<file path="src/rtl/mem_bus_pkg.sv">
// mem_bus_pkg: shared FSM encoding, region indices and default error word for the memory bus bridge
package mem_bus_pkg;
  localparam logic [1:0] ST_IDLE = 2'd0;
  localparam logic [1:0] ST_REQ  = 2'd1;
  localparam logic [1:0] ST_WAIT = 2'd2;
  localparam logic [1:0] ST_RESP = 2'd3;
  localparam logic REGION_SRAM = 1'b0;
  localparam logic REGION_IO   = 1'b1;
  localparam logic [31:0] ERR_DATA_DEFAULT = 32'hDEAD_BEEF;
endpackage

</file>
<file path="src/rtl/bus_addr_decode.sv">
// bus_addr_decode: combinational region hit detection against the aligned SRAM and IO windows
module bus_addr_decode
  import mem_bus_pkg::*;
#(
  parameter logic [31:0] SRAM_BASE      = 32'h0000_0000,
  parameter int          SRAM_SIZE_LOG2 = 13,
  parameter logic [31:0] IO_BASE        = 32'h8000_0000,
  parameter int          IO_SIZE_LOG2   = 16
) (
  input  logic [31:0] mem_addr,
  output logic        hit_sram,
  output logic        hit_io
);
  assign hit_sram = mem_addr[31:SRAM_SIZE_LOG2] == SRAM_BASE[31:SRAM_SIZE_LOG2];
  assign hit_io   = mem_addr[31:IO_SIZE_LOG2] == IO_BASE[31:IO_SIZE_LOG2];
endmodule

</file>
<file path="src/rtl/mem_bus_ctrl.sv">
// mem_bus_ctrl: bridges the picorv32 native memory interface to the SRAM and IO slaves with timeout and error reporting
module mem_bus_ctrl
  import mem_bus_pkg::*;
#(
  parameter logic [31:0] SRAM_BASE      = 32'h0000_0000,
  parameter int          SRAM_SIZE_LOG2 = 13,
  parameter logic [31:0] IO_BASE        = 32'h8000_0000,
  parameter int          IO_SIZE_LOG2   = 16,
  parameter int          TIMEOUT        = 255,
  parameter logic [31:0] ERR_DATA       = ERR_DATA_DEFAULT
) (
  input  logic        clk,
  input  logic        reset_n,
  input  logic        mem_valid,
  input  logic [31:0] mem_addr,
  input  logic [31:0] mem_wdata,
  input  logic [3:0]  mem_wstrb,
  output logic        mem_ready,
  output logic [31:0] mem_rdata,
  output logic [31:0] bus_addr,
  output logic [31:0] bus_wdata,
  output logic [3:0]  bus_wstrb,
  output logic        sram_select,
  input  logic        sram_ready,
  input  logic [31:0] sram_rdata,
  output logic        io_select,
  input  logic        io_ready,
  input  logic [31:0] io_rdata,
  output logic        err_pulse,
  output logic [31:0] err_addr
);
  localparam logic [15:0] TO = 16'(TIMEOUT);
  logic [1:0]  state;
  logic        region;
  logic [15:0] cnt;
  logic        hit_sram, hit_io;
  logic        sel_ready;
  logic [31:0] sel_rdata;

  bus_addr_decode #(
    .SRAM_BASE(SRAM_BASE), .SRAM_SIZE_LOG2(SRAM_SIZE_LOG2),
    .IO_BASE(IO_BASE), .IO_SIZE_LOG2(IO_SIZE_LOG2)
  ) u_dec (
    .mem_addr(mem_addr),
    .hit_sram(hit_sram),
    .hit_io(hit_io)
  );

  // only the slave owning the current transaction is listened to
  always_comb begin
    sel_ready = region == REGION_IO ? io_ready : sram_ready;
    sel_rdata = region == REGION_IO ? io_rdata : sram_rdata;
  end

  // transaction FSM; every output is a register so the CPU never sees a combinational path
  always_ff @(posedge clk or negedge reset_n) begin
    if (!reset_n) begin
      state       <= ST_IDLE;
      region      <= REGION_SRAM;
      cnt         <= '0;
      mem_ready   <= 1'b0;
      mem_rdata   <= '0;
      bus_addr    <= '0;
      bus_wdata   <= '0;
      bus_wstrb   <= '0;
      sram_select <= 1'b0;
      io_select   <= 1'b0;
      err_pulse   <= 1'b0;
      err_addr    <= '0;
    end else begin
      sram_select <= 1'b0;
      io_select   <= 1'b0;
      mem_ready   <= 1'b0;
      err_pulse   <= 1'b0;
      case (state)
        ST_IDLE: if (mem_valid) begin
          bus_addr  <= mem_addr;
          bus_wdata <= mem_wdata;
          bus_wstrb <= mem_wstrb;
          if (hit_sram || hit_io) begin
            region      <= hit_sram ? REGION_SRAM : REGION_IO;
            sram_select <= hit_sram;
            io_select   <= !hit_sram;
            state       <= ST_REQ;
          end else begin
            mem_ready <= 1'b1;
            mem_rdata <= ERR_DATA;
            err_pulse <= 1'b1;
            err_addr  <= mem_addr;
            state     <= ST_RESP;
          end
        end
        ST_REQ: begin
          cnt   <= '0;
          state <= ST_WAIT;
        end
        ST_WAIT: if (sel_ready) begin
          mem_ready <= 1'b1;
          mem_rdata <= sel_rdata;
          state     <= ST_RESP;
        end else if (cnt + 16'd1 == TO) begin
          mem_ready <= 1'b1;
          mem_rdata <= ERR_DATA;
          err_pulse <= 1'b1;
          err_addr  <= bus_addr;
          state     <= ST_RESP;
        end else begin
          cnt <= cnt + 16'd1;
        end
        default: state <= ST_IDLE;
      endcase
    end
  end
endmodule

</file>
<file path="config.mk">
export PLATFORM = sky130hd
export DESIGN_NAME = mem_bus_ctrl
export DESIGN_NICKNAME = d
export VERILOG_FILES = /design/src/rtl/mem_bus_pkg.sv /design/src/rtl/bus_addr_decode.sv /design/src/rtl/mem_bus_ctrl.sv
export SDC_FILE = /design/constraint.sdc
export NUM_CORES = 1
export LEC_CHECK = 0
export BUFFER_PORTS_ARGS = -buffer_cell sky130_fd_sc_hd__buf_2
export CORE_MARGIN = 2
export CORE_UTILIZATION = 53
export DETAILED_ROUTE_END_ITERATION = 10
export PLACE_DENSITY = 0.89
export SLEW_MARGIN = 20
export SYNTH_ARGS = -nofsm -noshare
export SYNTH_HDL_FRONTEND = slang
export SYNTH_SLANG_ARGS = --single-unit
export TNS_END_PERCENT = 100
</file>
<file path="constraint.sdc">
create_clock -name clk -period 6.5 [get_ports clk]
set_input_delay 0.325 -clock clk [delete_from_list [all_inputs] [get_ports clk]]
set_output_delay 0.325 -clock clk [all_outputs]
set_load 0.01 [all_outputs]
</file>
* Word-level counts from Yosys, hierarchy flattened
Cells that the tools add are included.
Widths: inputs -> output; s select.
** Storage, ports and cells
- Input bits :: 137
- Bits in registers :: 155
- Output and inout port bits :: 136
- Logic and storage cells :: 69
** Operators by class
- Muxes and demuxes :: 34
- Add/sub/neg operators :: 1
- Reductions and logical operators :: 12
- Equality and inequality tests :: 10
** Operators with widths (count)
- $mux 32 :: 9
- $pmux 32 s2 :: 2
- $mux 16 :: 2
- $pmux 16 s2 :: 1
- $logic_not 19->1 :: 1
- $add 16x1->16 const B :: 1
- $eq 16x16->1 const B :: 1
- $eq 16x8->1 const B :: 1
- $mux 1 :: 13
- $ne 2x2->1 const B :: 5
- $mux 2 :: 4
- $pmux 2 s3 :: 1
- $reduce_and 3->1 :: 2
- $reduce_and 5->1 :: 1
- $pmux 1 s2 :: 2
- $reduce_and 2->1 :: 2
- $reduce_and 4->1 :: 1
- $reduce_bool 2->1 :: 2
- $ne 3x3->1 const B :: 1
- $eq 2x1->1 const B :: 1
- $eq 2x2->1 const B :: 1
- $logic_not 2->1 :: 1
- $logic_not 1->1 :: 1
- $logic_or 1x1->1 :: 1

* Logic depth before layout (Yosys ltp)
Gate-level depths: netlist of the first run.
- Depth after elaboration :: 5
- Depth in mapped cells :: 11
- Mapped depth without buffers :: 8

* Modules after synthesis
A second synthesis of the first run with hierarchy kept.
** Second synthesis, totals
- Cell total of the unflattened synthesis :: 642
- Area, all modules :: 7358.3 um^2
** By module, submodules not included
- mem_bus_ctrl :: instances 1, cells an instance 633, area each 7309.5 um^2, sequential area each 3878.7 um^2
- bus_addr_decode :: instances 1, cells an instance 9, area each 48.8 um^2, sequential area each 0.0 um^2

* Least setup slack after synthesis of the first run
No wires, ideal clock.
- Kind :: flip-flop to flip-flop
- From :: reg cnt[0]
- To :: reg err_addr[24]
- Slack :: 3.878 ns
- Cell stages (with the launch flop) :: 12
- Period minus slack after synthesis :: 2.622 ns
- Data arrival time :: 2.485 ns
- Buffers on the path :: 3
- Library setup time :: 0.137 ns
- Required time :: 6.363 ns
- Path through :: dfrtp_1 ha_1 buf_2 inv_1 o21ai_0 a2111oi_2 nor2_1 or4b_1 buf_2 buf_6 o22ai_1 a21oi_1
** On the way
- Word-level cells in the longest chain between the ends :: 4
** RTL lines
- start, declared :: RTL line mem_bus_ctrl.sv:35 : logic [15:0] cnt;
- start signal, assigned :: RTL line mem_bus_ctrl.sv:108 : cnt <= cnt + 16'd1;
- $add 16x1->16 :: RTL line mem_bus_ctrl.sv:101 : end else if (cnt + 16'd1 == TO) begin
- $eq 16x8->1 :: RTL line mem_bus_ctrl.sv:101
- $ne 2x2->1 (no source line)
- $reduce_and 5->1 (no source line)
- end signal, assigned :: RTL line mem_bus_ctrl.sv:89 : err_addr <= mem_addr;
- end signal, assigned :: RTL line mem_bus_ctrl.sv:105 : err_addr <= bus_addr;
- end, declared :: RTL line mem_bus_ctrl.sv:30 : output logic [31:0] err_addr
No other way between the ends.
A chain may end at the register's enable or synchronous reset.

* Worst setup path in the final report of the first run
- From :: reg state[0]
- To :: reg err_addr[2]
** On the way
- Word-level cells in the longest chain between the ends :: 3
- Elaborated cells between the ends (all ways) :: 9
- Those cells by class :: eq/ne: 5; mux: 1; reduce/logical: 3
** RTL lines
- start, declared :: RTL line mem_bus_ctrl.sv:33 : logic [1:0] state;
- start signal, assigned :: RTL line mem_bus_ctrl.sv:58 : state <= ST_IDLE;
- start signal, assigned :: RTL line mem_bus_ctrl.sv:84 : state <= ST_REQ;
- start signal, assigned :: RTL line mem_bus_ctrl.sv:90 : state <= ST_RESP;
- $eq 2x2->1 or $logic_not 2->1 (tied branches) :: RTL line mem_bus_ctrl.sv:75 : case (state)
- $ne 2x2->1 (no source line) or $reduce_bool 2->1 (tied branches)
- $reduce_and 5->1 (no source line)
Parallel ways exist; a longest one is shown, timed or not.

==> impl_metrics.toml, run 1 <==
[status]
status = "complete, no violations"

[routing]
finalWirelength_um = 19160
viasPerCell = 5.868
vias = 6038
first_pass_iters = 5
drtIter0Drc = 407
route.detailed.drc = 0
wl_per_cell_um = 18.62
drtAntennaViolNets = 0

[yosys]
ys_seq_area_frac = 0.5409
synth_cells = 585
ys_ff_latch = 155
yosys.area.top_type = "dfrtp_1"
ys_warn_count = 0
synth.distinct_cells = 55
syn_nets = 728
ys_top_cells_by_area = "dfrtp_1 (54%), mux2_2 (11%), mux2i_1 (6.0%)"
synth_enable_flop_cells = 0
async_flop_share = 1.000
synth_compound_area_frac = 0.1701
ys.flop_type = "dfrtp_1"
synthSimpleGateAreaFrac = 0.06980
synthAdderAreaFrac = 0.01047
synth_top_cell_area_share = 0.5409
synth_top_cells_by_count = "dfrtp_1 (155), mux2_2 (69), o22ai_1 (45)"
avgSynthCellArea_sq_um = 12.26
synth_area_sq_um = 7171
synth-xor-area-share = 0.008550
synth.most_common_cell = "dfrtp_1"
synth_top_family_by_area = "compound AO/OA/AOI/OAI gates"
synthMuxAreaShare = 0.1684

[grt]
grt_overflow = 0
grt_pass1_vias = 5995
grt_antenna_before_repair = 1
grt_first_pass_wirelength_um = 30480
grt_max_degree = 89
grt_util_all_layers = 0.2665

[setup_path]
required_ns = 6.77
reg2reg_from = "state[0]"
slowest_stage = "or4b_1"
cp_data_arrival_time_ns = 3.75
crit_top_cell = "buf_4"
slowest_delay_ns = 0.47
endpoint_kind = "flop"
crit_path_start_kind = "flop"
crit_start = "state[0]"
cp_max_fo = 38
crit_chain = "inv_1, ha_1, and2_1, buf_4, o21ai_0, a22oi_2, buf_4, or4b_1, buf_4, o22ai_2, a21oi_1"
critPathBufInv = 4
crit_family = "buffers and inverters"
criticalPathCategory = "flop to flop"

[clock_network]
clk_latency_ns = 0.42
cts_tree = "done"
post_cts_buffers = 0
htree_levels = 4
clock_path_buffers = 2
numCtsBuffers = 17
clkSinkCount = 155
path_clk_slew_ns = 0.06
cts_root_buffer = "clkbuf_16"
holdBufCountCts = 1
ctsResizeCount = 0

[layout]
drive_gt1_frac = 0.4783
area_growth_pct = 29.65
diodes = 0
fin_nets = 983

[timing]
period_share = 0.5353
worst_pin_slew_ns = 0.9941
maxSlewHeadroom = 0.3372
setup_violations = 0
rsz0062_at_grt = "no"
slew_violations = 0
hold_viol = 0
setup_tns_ns = 0
fin_ws_ns = 3.021
fin_skew_ns = 0.008604
fin_crit_ns = 3.479
max_freq_ghz = 0.2874

[floorplan]
dieWidth_um = 120.3
dieArea_sq_um = 14480
die_y_um = 120.3
io_pins = 273
core-area_sq_um = 13240
initial_utilization = 0.5415
std_cell_rows = 42

[worst_hold_path]
min_path_type = "primary input to flop"
min-delay-start = "mem_wdata[2]"

[power_and_ir_drop]
p_per_area_nw_per_um2 = 520.3
p_leak_uw = 0.004176
peakVddDrop_uv = 391.4

[job]
maxCapViolCount = 0

[placement]
port-buffer-count = 272
gp_congestion = 0.8866
hpwl_um = 13210
post-place-ws_ns = 3.033
## layout by cell type, fill, tap and decap left out, types with 3 or more instances in the layout
| cell | instances |
|---|---|
| and3_1 | 4 |
| nor3_1 | 4 |
| nand2_1 | 30 |
| dfrtp_1 | 154 |
| buf_2 | 271 |
| o22ai_2 | 20 |
| inv_1 | 6 |
| a21oi_1 | 33 |
| ha_1 | 6 |
| clkbuf_1 | 3 |
| a2bb2oi_1 | 24 |
| o22ai_1 | 45 |
| xor2_1 | 3 |
| nand3_1 | 8 |
| o31ai_1 | 3 |
| mux2_2 | 69 |
| o21ai_0 | 8 |
| o2bb2ai_1 | 8 |
| clkbuf_16 | 17 |
| mux2i_1 | 43 |
| nor2_1 | 13 |
| xnor2_1 | 4 |
| and2_1 | 3 |
| buf_4 | 7 |
| nand4_1 | 6 |
| o311ai_0 | 3 |
| bufinv_16 | 6 |
| a31oi_1 | 3 |
| nor4_1 | 6 |
## registers in the layout, indices dropped and copies added, names as in the netlist
name         count
io_select        1
err_pulse        1
bus_addr        32
sram_select      1
region           1
cnt             16
state            2
err_addr        32
mem_ready        1
mem_rdata       32
bus_wstrb        4
bus_wdata       32
## report_power, final
group          internal [uW]  switching [uW]
clock network            743             388
registers               1410             361
logic                    935            1000
total                   3090            1750
## routing by layer
metal,vias up,wire length (um),track usage
li1,2735,-,-
met1,2959,7549,0.3354
met2,292,9465,0.4322
met3,50,1524,0.07264
met4,2,603,0.1206
met5,-,15,0
## worst reg2reg max path, delay by kind of cell (launching register included)
| kind | cells | cell delay (ns) |
|---|---|---|
| buf+inv | 4 | 1.18 |
| compound gates | 4 | 0.93 |
| simple gates | 2 | 0.61 |
| flops | 1 | 0.41 |
| fa+ha+maj | 1 | 0.21 |
## through the flow
step           cell area [sq um]  total power [uW]  hold slack [ns]    util  cells
2_1_floorplan               7171              2944          0.02941       -    585
3_3_place_gp                8612              3606           0.4395  0.6503    996
3_5_place_dp                8612              3697           0.4343  0.6503    996
4_1_cts                     9296              4849           0.1157  0.7020   1029
5_1_grt                     9296              5099           0.1200  0.7020   1029
6_report                    9296              4837           0.1315  0.7020   1029
## cell type report
type	count	area (sq um)
Inverter	6	22.52
Multi-Input combinational cell	380	3069
Timing Repair Buffer	280	1430
Clock inverter	10	210.2
Clock buffer	22	464.2
Sequential cell	155	3880
Fill cell	969	3946
Tap cell	176	220.2
## final timing paths
path | end | slack, ns | depth (start not counted)
worst max-delay path | err_addr[2] | 3.02 | 11
worst min-delay path | bus_wdata[2] | 0.13 | 2
worst max register to register | err_addr[2] | 3.02 | 11
worst min register to register | mem_rdata[14] | 0.49 | 1
max in group asynchronous | mem_rdata[21] | 4.59 | 3
min in group asynchronous | bus_addr[18] | 0.56 | 2
## cells by family after synthesis
logic type      after synthesis
compound gates              162
xor+xnor                      7
fa+ha+maj                     6
buf+inv                      50
flops                       155
mux                         112
simple gates                 93
No activity file was read; power rests on OpenSTA's default activity.
==> inputs of run 2 (changes only) <==
--- a/config.mk
+++ b/config.mk
@@ -7,9 +7,9 @@
 export LEC_CHECK = 0
 export BUFFER_PORTS_ARGS = -buffer_cell sky130_fd_sc_hd__buf_2
 export CORE_MARGIN = 2
-export CORE_UTILIZATION = 53
+export CORE_UTILIZATION = 49
 export DETAILED_ROUTE_END_ITERATION = 10
-export PLACE_DENSITY = 0.89
+export PLACE_DENSITY = 0.84
 export SLEW_MARGIN = 20
 export SYNTH_ARGS = -nofsm -noshare
 export SYNTH_HDL_FRONTEND = slang
==> constraint.sdc (replaced) <==
create_clock -name clk -period 3.3 [get_ports clk]
set_input_delay 0.165 -clock clk [delete_from_list [all_inputs] [get_ports clk]]
set_output_delay 0.165 -clock clk [all_outputs]
set_load 0.01 [all_outputs]
==> impl_metrics.toml, run 2 (same netlist as run 1, synthesis figures left out) <==
[status]
status = "complete, no violations"

[setup_path]
crit_path_start_kind = "primary input"
reg2reg_slack_ns = 0.33
criticalPathCategory = "primary input to flop"
crit_start = "mem_addr[17]"
endpoint_kind = "flop"
setup.worst_path.end = "err_addr[7]"
cp_max_fo = 32
r2r_cells = 8
reg2reg_from = "cnt[2]"
r2r_end = "cnt[5]"
cp_data_arrival_time_ns = 3.36
required_ns = 3.64

[power_and_ir_drop]
switchingPower_uw = 3615
p_per_area_nw_per_um2 = 961.1
p_sw_frac = 0.3819
peakVddDrop_uv = 720.0
intPower_uw = 5851
p_leak_uw = 0.004401
p_comb_frac = 0.416
seq_power_share = 0.371
p_total_uw = 9466
pwr-share-clk = 0.213

[timing]
rsz0062_at_grt = "no"
hold_viol = 0
fin_ws_ns = 0.2848
worst_pin_slew_ns = 0.8494
fin_skew_ns = 0.009240
setup_tns_ns = 0
period_share = 0.9137
maxSlewHeadroom = 0.4337
setup_violations = 0
slew_violations = 0
hold_slack_ns = 0.008268
fin_crit_ns = 3.015
max_freq_ghz = 0.3317

[job]
maxCapViolCount = 0

[grt]
grt_first_pass_wirelength_um = 34110
grt_pass1_vias = 6606
use_met3 = 0.07317
grt_antenna_before_repair = 2
grt_max_degree = 72
busiest_layer = "met2"
grt_util_all_layers = 0.2717
grt_overflow = 0
use_met2 = 0.4744
grt_use_met1 = 0.3210

[layout]
ff_latch_area_sq_um = 3880
nFillCells = 1033
fin_cells = 1098
multi_input_area_sq_um = 3073
drive_gt1_frac = 0.4578
mostFrequentLayoutCells = "buf_2 (271), dfrtp_1 (154), mux2_2 (69), dlygate4sd3_1 (55), o22ai_1 (45)"
final_common_cell = "buf_2"
area_growth_pct = 37.36
fin_nets = 1043

[worst_hold_path]
min_path_type = "primary input to flop"
min_path_cells = 2

[placement]
dp_cells = 1010
post-place-ws_ns = 0.3799
hpwl_um = 13240
gp_congestion = 0.9147
port-buffer-count = 272

[clock_network]
cts_tree = "done"
clkSinkCount = 155
post_cts_buffers = 0
path_clk_slew_ns = 0.07
htree_levels = 4
cts_root_buffer = "clkbuf_16"
clock_path_buffers = 2
ctsResizeCount = 0
holdBufCountCts = 55
numCtsBuffers = 17
clk_latency_ns = 0.43

[routing]
drtAntennaViolNets = 0
route.detailed.drc = 0
vias = 6308
wl_per_cell_um = 19.31
finalWirelength_um = 21200
first_pass_iters = 5
viasPerCell = 5.745
drtIter0Drc = 385

[floorplan]
dieWidth_um = 125.0
io_pins = 273
initial_utilization = 0.4971
die_y_um = 125.0
core-area_sq_um = 14420
std_cell_rows = 44
dieArea_sq_um = 15620
[run 2: how the worst min path moves through the flow]
stage | start | end | slack, ns
after floorplan | reset_n | bus_addr[0] | -0.13
after global placement | reset_n | bus_addr[17] | 0.21
after detailed placement | reset_n | bus_addr[17] | 0.21
after CTS | mem_addr[18] | bus_addr[18] | 0.0007
after global routing | mem_addr[10] | bus_addr[10] | 0.001
final | mem_addr[10] | bus_addr[10] | 0.008
[run 2: layout make-up]
| cell class | instances | area share |
|---|---|---|
| well taps | 184 | 0.02337 |
| repair buffers | 340 | 0.2059 |
| inverters | 6 | 0.002287 |
| clock buffers | 20 | 0.04637 |
| multi-input cells | 380 | 0.3120 |
| flip-flops and latches | 155 | 0.3939 |
| diodes | 1 | 0.0002541 |
| clock inverters | 12 | 0.01588 |
[run 2: power groups by stage]
stage	Clock [uW]	Sequential (uW)	Combinational, uW
finish	2020	3510	3930
global route	2130	3610	4220
CTS	2030	3470	3870
detailed placement	0	3480	3790
global placement	0	3440	3680
floorplan	0	3740	2060
[run 2: layer usage]
metal / part of all wire / up-vias / wire length, um
li1: - / 2847 / -
met5: 0.00038 / - / 8
met2: 0.52 / 270 / 10940
met3: 0.067 / 56 / 1414
met4: 0.031 / 2 / 666
met1: 0.39 / 3133 / 8177
[run 2: per-stage QoR]
step                      area [sq um]    util
after global placement            8683  0.6020
after global routing              9849  0.6829
after CTS                         9847  0.6827
after detailed placement          8683  0.6020
final                             9849  0.6829
after floorplan                   7171       -
[run 2: worst max-delay path, cell delays in order]
cell and delay [ns]:
dlygate4sd3_1 0.54, buf_2 0.14, nor4_1 0.42, nand4_1 0.31, o21ai_0 0.63, or2_2 0.69, o22ai_1 0.23, a21oi_1 0.21
